`src/rtl/noc_iq_pkg.sv`:
```
// Shared definitions for the router input-queue slice: FSM states, default
// geometry constants and the VC index width derivation.
package noc_iq_pkg;

    localparam int unsigned NOC_FW = 64;
    localparam int unsigned NOC_P  = 7;
    localparam int unsigned NOC_V  = 2;
    localparam int unsigned NOC_B  = 2;

    typedef enum logic {
        IDLE  = 1'b0,
        SERVE = 1'b1
    } iq_state_e;

    function automatic int unsigned vc_idx_width(input int unsigned v);
        return (v > 1) ? $clog2(v) : 1;
    endfunction

endpackage

```
`src/rtl/vc_fifo.sv`:
```
// Per-VC circular FIFO with a combinational head read; the caller qualifies
// push so that a push into a full FIFO only happens alongside a pop.
module vc_fifo #(
    parameter int unsigned DATA_WIDTH = 71,
    parameter int unsigned ADDR_WIDTH = 2
) (
    input  logic                  clk,
    input  logic                  rst_n,
    input  logic                  push,
    input  logic                  pop,
    input  logic [DATA_WIDTH-1:0] din,
    output logic [DATA_WIDTH-1:0] head,
    output logic                  not_empty,
    output logic                  full
);

    localparam int unsigned DEPTH = 1 << ADDR_WIDTH;

    logic [DATA_WIDTH-1:0] mem_q [DEPTH];
    logic [ADDR_WIDTH-1:0] wr_ptr_q;
    logic [ADDR_WIDTH-1:0] rd_ptr_q;
    logic [ADDR_WIDTH:0]   count_q;
    logic [ADDR_WIDTH:0]   count_d;

    always_comb begin
        count_d = count_q;
        case ({push, pop})
            2'b10:   count_d = count_q + 1'b1;
            2'b01:   count_d = count_q - 1'b1;
            default: count_d = count_q;
        endcase
    end

    always_ff @(posedge clk) begin
        if (!rst_n) begin
            wr_ptr_q <= '0;
            rd_ptr_q <= '0;
            count_q  <= '0;
        end else begin
            if (push) wr_ptr_q <= wr_ptr_q + 1'b1;
            if (pop)  rd_ptr_q <= rd_ptr_q + 1'b1;
            count_q <= count_d;
        end
    end

    // Storage carries no reset so it can map onto RAM; occupancy lives in count_q.
    always_ff @(posedge clk) begin
        if (push) mem_q[wr_ptr_q] <= din;
    end

    assign head      = mem_q[rd_ptr_q];
    assign not_empty = (count_q != '0);
    assign full      = (count_q == (ADDR_WIDTH + 1)'(DEPTH));

endmodule

```
`src/rtl/input_queue_vc.sv`:
```
// Multi-VC router input port: per-VC flit FIFOs, round-robin head selection and
// multicast service with partial grants, returning one VC-tagged credit per pop.
module input_queue_vc
    import noc_iq_pkg::*;
#(
    parameter int unsigned FW = NOC_FW,
    parameter int unsigned P  = NOC_P,
    parameter int unsigned V  = NOC_V,
    parameter int unsigned B  = NOC_B,
    parameter int unsigned VW = vc_idx_width(V)
) (
    input  logic          clk,
    input  logic          rst_n,
    input  logic          flit_in_wr,
    input  logic [VW-1:0] flit_in_vc,
    input  logic [FW-1:0] flit_in,
    input  logic [P-1:0]  dest_in,
    output logic [FW-1:0] flit_to_crossbar,
    output logic [VW-1:0] vc_to_crossbar,
    output logic [P-1:0]  dest_port_req,
    input  logic [P-1:0]  grant_dest_port,
    output logic          flit_rel,
    output logic [VW-1:0] flit_rel_vc,
    output logic [V-1:0]  vc_not_empty,
    output logic          overflow_err
);

    localparam int unsigned DW = FW + P;

    logic [V-1:0]  push;
    logic [V-1:0]  pop;
    logic [V-1:0]  full;
    logic [DW-1:0] head [V];

    iq_state_e     state_q, state_d;
    logic [VW-1:0] active_vc_q, active_vc_d;
    logic [VW-1:0] rr_q, rr_d;
    logic [P-1:0]  pending_q, pending_d;
    logic [FW-1:0] flit_hold_q, flit_hold_d;
    logic [VW-1:0] vc_hold_q, vc_hold_d;
    logic          overflow_q;

    logic          complete;
    logic          wr_drop;
    logic [P-1:0]  remaining;
    logic [DW-1:0] active_head;
    logic [VW-1:0] cand;
    logic          found;

    for (genvar g = 0; g < V; g++) begin : g_vc
        vc_fifo #(
            .DATA_WIDTH (DW),
            .ADDR_WIDTH (B)
        ) u_fifo (
            .clk       (clk),
            .rst_n     (rst_n),
            .push      (push[g]),
            .pop       (pop[g]),
            .din       ({flit_in, dest_in}),
            .head      (head[g]),
            .not_empty (vc_not_empty[g]),
            .full      (full[g])
        );
    end

    // A full VC still accepts a write in the cycle it pops; out-of-range VCs match nothing.
    always_comb begin
        push = '0;
        for (int unsigned v = 0; v < V; v++) begin
            if (flit_in_wr && (flit_in_vc == VW'(v)) && (!full[v] || pop[v])) begin
                push[v] = 1'b1;
            end
        end
    end

    assign wr_drop     = flit_in_wr && (push == '0);
    assign active_head = head[active_vc_q];
    assign remaining   = pending_q & ~grant_dest_port;

    always_comb begin
        state_d     = state_q;
        active_vc_d = active_vc_q;
        rr_d        = rr_q;
        pending_d   = pending_q;
        flit_hold_d = flit_hold_q;
        vc_hold_d   = vc_hold_q;
        pop         = '0;
        complete    = 1'b0;
        found       = 1'b0;
        cand        = '0;
        case (state_q)
            IDLE: begin
                for (int unsigned i = 1; i <= V; i++) begin
                    cand = VW'((32'(rr_q) + i) % V);
                    if (!found && vc_not_empty[cand]) begin
                        found       = 1'b1;
                        active_vc_d = cand;
                        pending_d   = head[cand][P-1:0];
                        state_d     = SERVE;
                    end
                end
            end
            SERVE: begin
                flit_hold_d = active_head[DW-1:P];
                vc_hold_d   = active_vc_q;
                pending_d   = remaining;
                if (remaining == '0) begin
                    complete         = 1'b1;
                    pop[active_vc_q] = 1'b1;
                    rr_d             = active_vc_q;
                    state_d          = IDLE;
                end
            end
            default: state_d = IDLE;
        endcase
    end

    always_ff @(posedge clk) begin
        if (!rst_n) begin
            state_q     <= IDLE;
            active_vc_q <= '0;
            rr_q        <= VW'(V - 1);
            pending_q   <= '0;
            flit_hold_q <= '0;
            vc_hold_q   <= '0;
            overflow_q  <= 1'b0;
        end else begin
            state_q     <= state_d;
            active_vc_q <= active_vc_d;
            rr_q        <= rr_d;
            pending_q   <= pending_d;
            flit_hold_q <= flit_hold_d;
            vc_hold_q   <= vc_hold_d;
            overflow_q  <= overflow_q | wr_drop;
        end
    end

    assign dest_port_req    = (state_q == SERVE) ? pending_q : '0;
    assign flit_to_crossbar = (state_q == SERVE) ? active_head[DW-1:P] : flit_hold_q;
    assign vc_to_crossbar   = (state_q == SERVE) ? active_vc_q : vc_hold_q;
    assign flit_rel         = complete;
    assign flit_rel_vc      = active_vc_q;
    assign overflow_err     = overflow_q;

endmodule

```
`config.mk`:
```
export PLATFORM = sky130hd
export DESIGN_NAME = input_queue_vc
export DESIGN_NICKNAME = d
export VERILOG_FILES = /design/src/rtl/noc_iq_pkg.sv /design/src/rtl/vc_fifo.sv /design/src/rtl/input_queue_vc.sv
export SDC_FILE = /design/constraint.sdc
export NUM_CORES = 1
export LEC_CHECK = 0
export ABC_AREA = 1
export CORE_MARGIN = 5
export CORE_UTILIZATION = 63
export DETAILED_ROUTE_END_ITERATION = 10
export PLACE_DENSITY_LB_ADDON = 0.05
export SYNTH_ARGS = -nofsm -noshare
export SYNTH_HDL_FRONTEND = slang
export SYNTH_SLANG_ARGS = --single-unit
```
`constraint.sdc`:
```
create_clock -name clk -period 12.03 [get_ports clk]
set_clock_uncertainty 0.2 [all_clocks]
set_input_delay 3.0075 -clock clk [delete_from_list [all_inputs] [get_ports clk]]
set_output_delay 3.0075 -clock clk [all_outputs]
set_load 0.02 [all_outputs]
```
# Word-level counts from Yosys, hierarchy flattened
# Memory sizes are Yosys's and may differ from the RTL's. A register that Yosys moved wholly into a read port is not among the register bits.
# Cells that the tools add are included.
[totals]
regBits = 90
mem_count = 2
in_bits = 82
wordCells = 112
output_inout_bits = 77
ramBits = 568
[op_classes]
eq_ne = 7
n_addsub = 10
n_reduce_logical = 21
mux = 44
bitwise = 8
order_cmp = 7
[mem_list]
columns = ["memory", "depth", "width", "rd", "rd_clocked_by_memory_dff", "wr", "line_no", "rtl"]
rows = [
  ["g_vc[0].u_fifo.mem_q", 4, 71, 1, 1, 1, "vc_fifo.sv:19", "logic [DATA_WIDTH-1:0] mem_q [DEPTH];"],
  ["g_vc[1].u_fifo.mem_q", 4, 71, 1, 1, 1, "vc_fifo.sv:19", ""],
]
[ops]
columns = ["op", "n"]
rows = [
  ["$mux W71", 3],
  ["$mux W64", 1],
  ["$mux W7", 9],
  ["$mux W1", 20],
  ["$pmux W7 S2", 1],
  ["$mux W2", 6],
  ["$pmux W3 S2", 2],
  ["$add A2 B1 Y2 const B", 4],
  ["$and A7 B7 Y7", 1],
  ["$logic_and A1 B1 Y1", 7],
  ["$logic_not A7 Y1", 1],
  ["$not A7 Y7", 1],
  ["$add A3 B1 Y3 const B", 2],
  ["$eq A3 B3 Y1 const B", 2],
  ["$ge A2 B2 Y1 const B", 3],
  ["$lt A1 B2 Y1 const B", 3],
  ["$not A1 Y2", 3],
  ["$reduce_bool A2 Y1", 3],
  ["$reduce_bool A3 Y1", 2],
  ["$sub A3 B1 Y3 const B", 2],
  ["$eq A2 B1 Y1 const B", 2],
  ["$eq A2 B2 Y1 const B", 2],
  ["$reduce_and A2 Y1", 2],
  ["$logic_not A1 Y1", 3],
  ["9 further kinds", 12],
]

# Depth between registers and ports, before layout
# Gate-level depths: netlist of the first run.
[logic_depth]
word_depth = 12
mapped_depth = 13
depth_no_buf = 13

# Cells and area by module
# From an unflattened synthesis of the first run, not the netlist that was laid out.
[hier_totals]
hier_cells = 2157
hier_area_um2 = 26312.7
[modules_own_cells]
columns = ["mod", "n_inst", "area_each_um2", "cells_per_inst", "seq_area_each_um2"]
rows = [
  ["vc_fifo", 2, 10974.3, 746, 8708.4],
  ["input_queue_vc", 1, 4364.2, 665, 1521.5],
]

# Least setup slack after synthesis of the first run
# OpenSTA, ideal clock, no wires.
[synth_timing]
kind = "input to register"
from = "input grant_dest_port[0]"
to = "memory g_vc[0].u_fifo.mem_q[0][0], enable pin"
cell_stages = 8
n_path_buf = 0
path_slack_ns = 4.640
t_arrival_ns = 6.690
path_cell_list = "inv_1 nand2_1 nand2_1 nor2_1 nand3_1 nand2_1 nand2_1 nor2_1"
[synth_between]
elab_chain_cells = 10
[synth_rtl]
columns = ["item", "line_no", "rtl"]
rows = [
  ["start: declaration", "input_queue_vc.sv:21", "input logic [P-1:0] grant_dest_port,"],
  ["$not A7 Y7", "input_queue_vc.sv:78", "assign remaining = pending_q & ~grant_dest_port;"],
  ["$and A7 B7 Y7", "input_queue_vc.sv:78", ""],
  ["$logic_not A7 Y1", "input_queue_vc.sv:107", "if (remaining == '0) begin"],
  ["$mux W2", "input_queue_vc.sv:107", ""],
  ["$mux W2", "input_queue_vc.sv:91", "case (state_q)"],
  ["$logic_or A1 B1 Y1", "input_queue_vc.sv:70", "if (flit_in_wr && (flit_in_vc == VW'(v)) && (!full[v] || pop[v])) begin"],
  ["$logic_and A1 B1 Y1", "input_queue_vc.sv:70", ""],
  ["$mux W1", "input_queue_vc.sv:70", ""],
  ["$mux W1", "vc_fifo.sv:48", "if (push) mem_q[wr_ptr_q] <= din;"],
  ["$mux W1 (implied by the code)", "vc_fifo.sv:48", ""],
  ["end: declaration", "vc_fifo.sv:19", ""],
]
# Every way passes these cells.

# Worst setup path in the final report of the first run
[layout_timing]
from = "input grant_dest_port[0]"
to = "output flit_rel"
[layout_between]
elab_chain_cells = 5
[layout_rtl]
columns = ["item", "line_no", "rtl"]
rows = [
  ["$not A7 Y7", "input_queue_vc.sv:78", ""],
  ["$and A7 B7 Y7", "input_queue_vc.sv:78", ""],
  ["$logic_not A7 Y1", "input_queue_vc.sv:107", ""],
  ["$mux W1", "input_queue_vc.sv:107", ""],
  ["$mux W1", "input_queue_vc.sv:91", ""],
  ["end: declaration", "input_queue_vc.sv:22", "output logic flit_rel,"],
]
# Every way passes these cells.

==> flow_summary.toml, run 1 <==
[clock_network]
cts_hold_buf = 0
htreeDepth = 3
postCtsSetupBuffers = 0
cts_root_buf = "clkbuf_16"
clk_pin_slew_worst_paths_ns = 0.06
cts-resized-gates = 0
numCtsBuffers = 66
clkSinkCount = 662
cts_tree = "built"
clk_latency_ns = 0.57
cts.path.max_buffers = 3

[power]
power_leakage_nw = 10.7
total_power_mw = 6.35
powerDensity_nw_per_um2 = 215
ir_worst_vdd_mv = 0.159

[floorplanning]
fp.dieArea_sq_um = 44700
pin_count = 159
core_sq_um = 39900
die_h_um = 211
fp.dieW_um = 211
rows = 73
initial_core_util = 0.640

[detailed_routing]
drt-total-wl_um = 60500
vias = 16717
post-route-drc-count = 0
drtIter0Drc = 1578
drt-wirelength-per-cell_um = 21.4
vias_per_cell = 5.92
ant_nets = 0
first_pass_iters = 5

[timing]
relSlewSlack = 0.242
finalHoldViolCount = 0
tns_ns = 0
fin_crit_sh = 0.659
setup_viol = 0
period_needed_ns = 7.93
worstMarginPinSlew_ns = 1.14
fmax_mhz = 126
drv_slew = 0
rsz0062_at_grt = "false"
setup_ws_ns = 4.10

[place]
io_buffer_count = 158
dpl_cell_area_sq_um = 27400
routabilityCongestion = 0.840
place_ws_ns = 4.13
hpwlAfterDp_um = 29900

[worst_hold_path]
holdPathStages = 2
hp-class = "flop to flop"

[critical_path]
end_kind = "primary output"
cp.required_ns = 8.82
start_kind = "input port"
crit_type = "input port to primary output"
crit_fanout = 4
worst_r2r_path_depth = 7
r2r_setup_slack_ns = 8.21
crit_arrival_ns = 4.72

[synthesis]
synth.distinct_cells = 29
ys_ff_latch = 662
synth_top_flop_cell = "edfxtp_1"
yosys_warnings = 0
yosys-top-cells-count = "edfxtp_1, nor2_1, nand2_1"
synth_top_area_frac = 0.667
yosys.area.top_type = "edfxtp_1"
synthTopCellsByArea = "edfxtp_1, dfxtp_1, o21ai_0"
synthCells = 2120
async_flop_share = 0
ys_seq_area_frac = 0.741
yosysMostFrequentCell = "edfxtp_1"
avgSynthCellArea_sq_um = 12.1
synth_area_sq_um = 25600
synth_fp_nets = 2212
synth_edf_count = 568

[finish]
stdcell_area_sq_um = 29600
area_growth_syn_to_layout_pct = 15.7
drive_gt1_frac = 0.0640
nNetsFinal = 2336

[job]
drv_cap = 0

[global_route]
antenna_found_initial = 6
grt_pass1_wl_um = 92200
grt_max_degree = 82
gr-usage-all-layers = 0.270
grt_pass1_vias = 16108
gr-total-overflow = 0

[run_status]
status = "finished clean"
-- per-layer routing --
layer	vias up	GRT usage	wire, um
met3	102	0.0449	5510
met5	-	0	63
met1	8140	0.389	25200
met4	8	0.0689	1140
li1	7706	-	-
met2	761	0.438	28600
-- placed cells by master (no fill, tap or decap), drive strengths merged, types with 2 or more instances in the layout --
cell	synthesis	routed
edfxtp	568	568
clkdlybuf4s50	0	157
diode	0	3
ha	8	8
buf	55	22
o21ai	295	295
a21oi	24	24
o211ai	6	6
nand4	2	2
inv	126	125
clkinv	2	19
dfxtp	94	94
clkbuf	68	102
nor3	2	2
nand3	94	94
nand2	314	314
o22ai	128	128
nor2	331	331
fa	2	2
-- registers in the layout (all words and copies together) (netlist names), named ones only --
| name | count |
|---|---|
| g_vc.u_fifo.wr_ptr_q | 4 |
| overflow_err | 1 |
| g_vc.u_fifo.count_q | 6 |
| g_vc.u_fifo.mem_q | 568 |
| flit_rel_vc | 1 |
| pending_q | 7 |
| g_vc.u_fifo.rd_ptr_q | 4 |
| flit_hold_q | 64 |
| rr_q | 1 |
| vc_hold_q | 1 |
| state_q | 1 |
-- where the power goes --
group	internal (mW)	total, mW	switching (mW)
Clock	1.18	2.00	0.813
Sequential	2.66	2.77	0.101
Combinational	0.550	1.58	1.03
-- critical path: stages --
cell             delay (ns)
clkdlybuf4s50_1        0.45
inv_1                  0.05
nand2_1                0.05
nand2_1                0.05
nor2_1                 0.27
nand2_2                0.14
inv_1                  0.10
clkdlybuf4s50_1        0.60
-- kinds of logic after synthesis --
group	count (synthesis)	synth area share
and+or+nand+nor	743	0.115
DFF	662	0.741
AOI/OAI and AO/OA	454	0.0958
buffers and inverters	251	0.0427
adders and majority gates	10	0.00548
-- path summary, 6_finish.rpt --
check                                     endpoint                     from
max                                       flit_rel       grant_dest_port[0]
max reg2reg  g_vc[0].u_fifo.mem_q[0][66]$_DFFE_PP_       state_q$_SDFF_PN0_
min reg2reg                overflow_err$_SDFF_PN0_  overflow_err$_SDFF_PN0_
min                        overflow_err$_SDFF_PN0_  overflow_err$_SDFF_PN0_
-- layout make-up --
cell class / count / area, sq um
repair buffers: 179 / 1730
inverters: 128 / 489
clock buffers: 102 / 2030
fillers: 2610 / 10300
multi-input cells: 1207 / 5600
clock inverters: 18 / 113
well taps: 525 / 657
diodes: 3 / 7.51
flip-flops and latches: 662 / 19000
-- metrics by stage --
stage	cells	hold WS, ns	utilization
CTS	2821	0.254	0.741
finish	2824	0.249	0.741
global placement	2701	0.224	0.687
floorplan	2120	0.212	-
global route	2822	0.284	0.741
detailed placement	2701	0.245	0.687
No activity file was read; power rests on OpenSTA's default activity.
==> run 2: changes to the inputs <==
Settings changed: CORE_UTILIZATION 63 to 59.
Clock period 12.03 ns to 7.4 ns, I/O delays scaled along.
==> flow_summary.toml, run 2 (synthesis gave the netlist of run 1 again) <==
[timing]
fmax_mhz = 168
worstMarginPinSlew_ns = 1.16
tns_ns = 0
period_needed_ns = 5.94
drv_slew = 0
finalHoldViolCount = 0
setup_ws_ns = 1.46
rsz0062_at_grt = "false"
fin_crit_sh = 0.803
setup_viol = 0
relSlewSlack = 0.226

[floorplanning]
core_sq_um = 43000
initial_core_util = 0.595
fp.dieArea_sq_um = 47600
fp.dieW_um = 218
rows = 76
die_h_um = 218
pin_count = 159

[power]
pwr-share-seq = 0.430
internal_power_mw = 7.24
power.switching_mw = 3.19
power_leakage_nw = 10.8
clock_power_share = 0.322
ir_worst_vdd_mv = 0.288
comb_power_share = 0.248
netSwitchingFraction = 0.306
total_power_mw = 10.4
powerDensity_nw_per_um2 = 349

[finish]
nNetsFinal = 2347
fin_cells = 2895
final_cell_mix = "edfxtp_1, nor2_1, nand2_1"
regMostFlops = "g_vc.u_fifo.mem_q"
reg_top3 = "g_vc.u_fifo.mem_q x568, flit_hold_q x64, pending_q x7"
mostFrequentLayoutCell = "edfxtp_1"
drive_gt1_frac = 0.0663
fillers = 3120
largest_reg_flops = 568
area_growth_syn_to_layout_pct = 16.7
fin_util = 0.694

[clock_network]
cts_root_buf = "clkbuf_16"
cts-resized-gates = 0
postCtsSetupBuffers = 0
numCtsBuffers = 68
cts_hold_buf = 0
clk_latency_ns = 0.57
cts.path.max_buffers = 3
cts_tree = "built"
clkSinkCount = 662
clk_pin_slew_worst_paths_ns = 0.06
htreeDepth = 3

[place]
place_ws_ns = 1.84
place_inst = 2770
routabilityCongestion = 0.764
io_buffer_count = 158
hpwlAfterDp_um = 31900

[detailed_routing]
drtIter0Drc = 1600
post-route-drc-count = 0
drt-total-wl_um = 61200
first_pass_iters = 5
vias_per_cell = 5.75
ant_nets = 0
vias = 16647
drt-wirelength-per-cell_um = 21.1

[critical_path]
crit_fanout = 89
start_kind = "flop"
crit_type = "flop to primary output"
crit_arrival_ns = 3.89
end_kind = "primary output"
r2r-start = "state_q$_SDFF_PN0_"
cp.required_ns = 5.35

[global_route]
antenna_found_initial = 5
gr-total-overflow = 0
grt_pass1_vias = 16106
grt_pass1_wl_um = 93400
grt_max_degree = 100
gr-usage-all-layers = 0.255

[worst_hold_path]
hp-class = "flop to flop"
hp-start = "g_vc[1].u_fifo.rd_ptr_q[1]$_SDFFE_PN0P_"

[run_status]
status = "finished clean"

[job]
drv_cap = 0
[run 2: cell types whose count changed in the layout (fill, tap and decap cells not counted), moves of 2 or more]
cell | before | now
clkbuf_8 | 14 | 3
buf_4 | 21 | 26
clkinv_1 | 8 | 13
buf_12 | 0 | 4
bufinv_16 | 1 | 5
clkbuf_16 | 71 | 73
clkinvlp_4 | 1 | 3
[run 2: metal layers]
layer	global-route usage	up-vias	share of wire
li1	-	7737	-
met1	0.361	8246	0.43
met2	0.422	582	0.48
met3	0.0446	76	0.072
met4	0.0603	6	0.015
met5	0	-	0.00062
[run 2: layout make-up]
| type | instances | area (sq um) | area share |
|---|---|---|---|
| antenna | 2 | 5.00 | 0.000168 |
| tap | 585 | 732 | 0.0245 |
| inverter | 128 | 489 | 0.0164 |
| clock inverter | 29 | 267 | 0.00893 |
| timing repair buffer | 188 | 1850 | 0.0621 |
| multi-input combinational | 1207 | 5600 | 0.188 |
| clock buffer | 94 | 1940 | 0.0649 |
| sequential | 662 | 19000 | 0.635 |
[run 2: worst paths after layout]
path / to / depth (start not counted) / slack [ns]
min reg2reg: flop / 1 / 0.24
min: flop / 1 / 0.24
max: flit_to_crossbar[2] / 7 / 1.46
max reg2reg: g_vc[0].u_fifo.mem_q[0][32]$_DFFE_PP_ / 7 / 3.95
[run 2: per-stage QoR]
stage | cell area [sq um] | hold WS, ns
floorplan | 25600 | 0.212
global placement | 27600 | 0.219
detailed placement | 27600 | 0.226
CTS | 29800 | 0.237
global route | 29800 | 0.260
finish | 29800 | 0.238
[run 2: critical path, cell delays in order (launching register included)]
cell	delay, ns
dfxtp_4	0.57
inv_4	0.79
buf_4	0.67
o21ai_0	0.16
o22ai_1	0.16
nand2_1	0.08
nand3_1	0.20
clkdlybuf4s50_1	0.64
[run 2: power by group through the flow]
stage / clock (mW) / sequential [mW] / combinational (mW)
4_1_cts: 3.40 / 4.48 / 2.59
5_1_grt: 3.58 / 4.51 / 2.81
6_report: 3.36 / 4.48 / 2.58
2_1_floorplan: 0 / 4.49 / 1.59
3_5_place_dp: 0 / 4.56 / 2.57
3_3_place_gp: 0 / 4.55 / 2.53
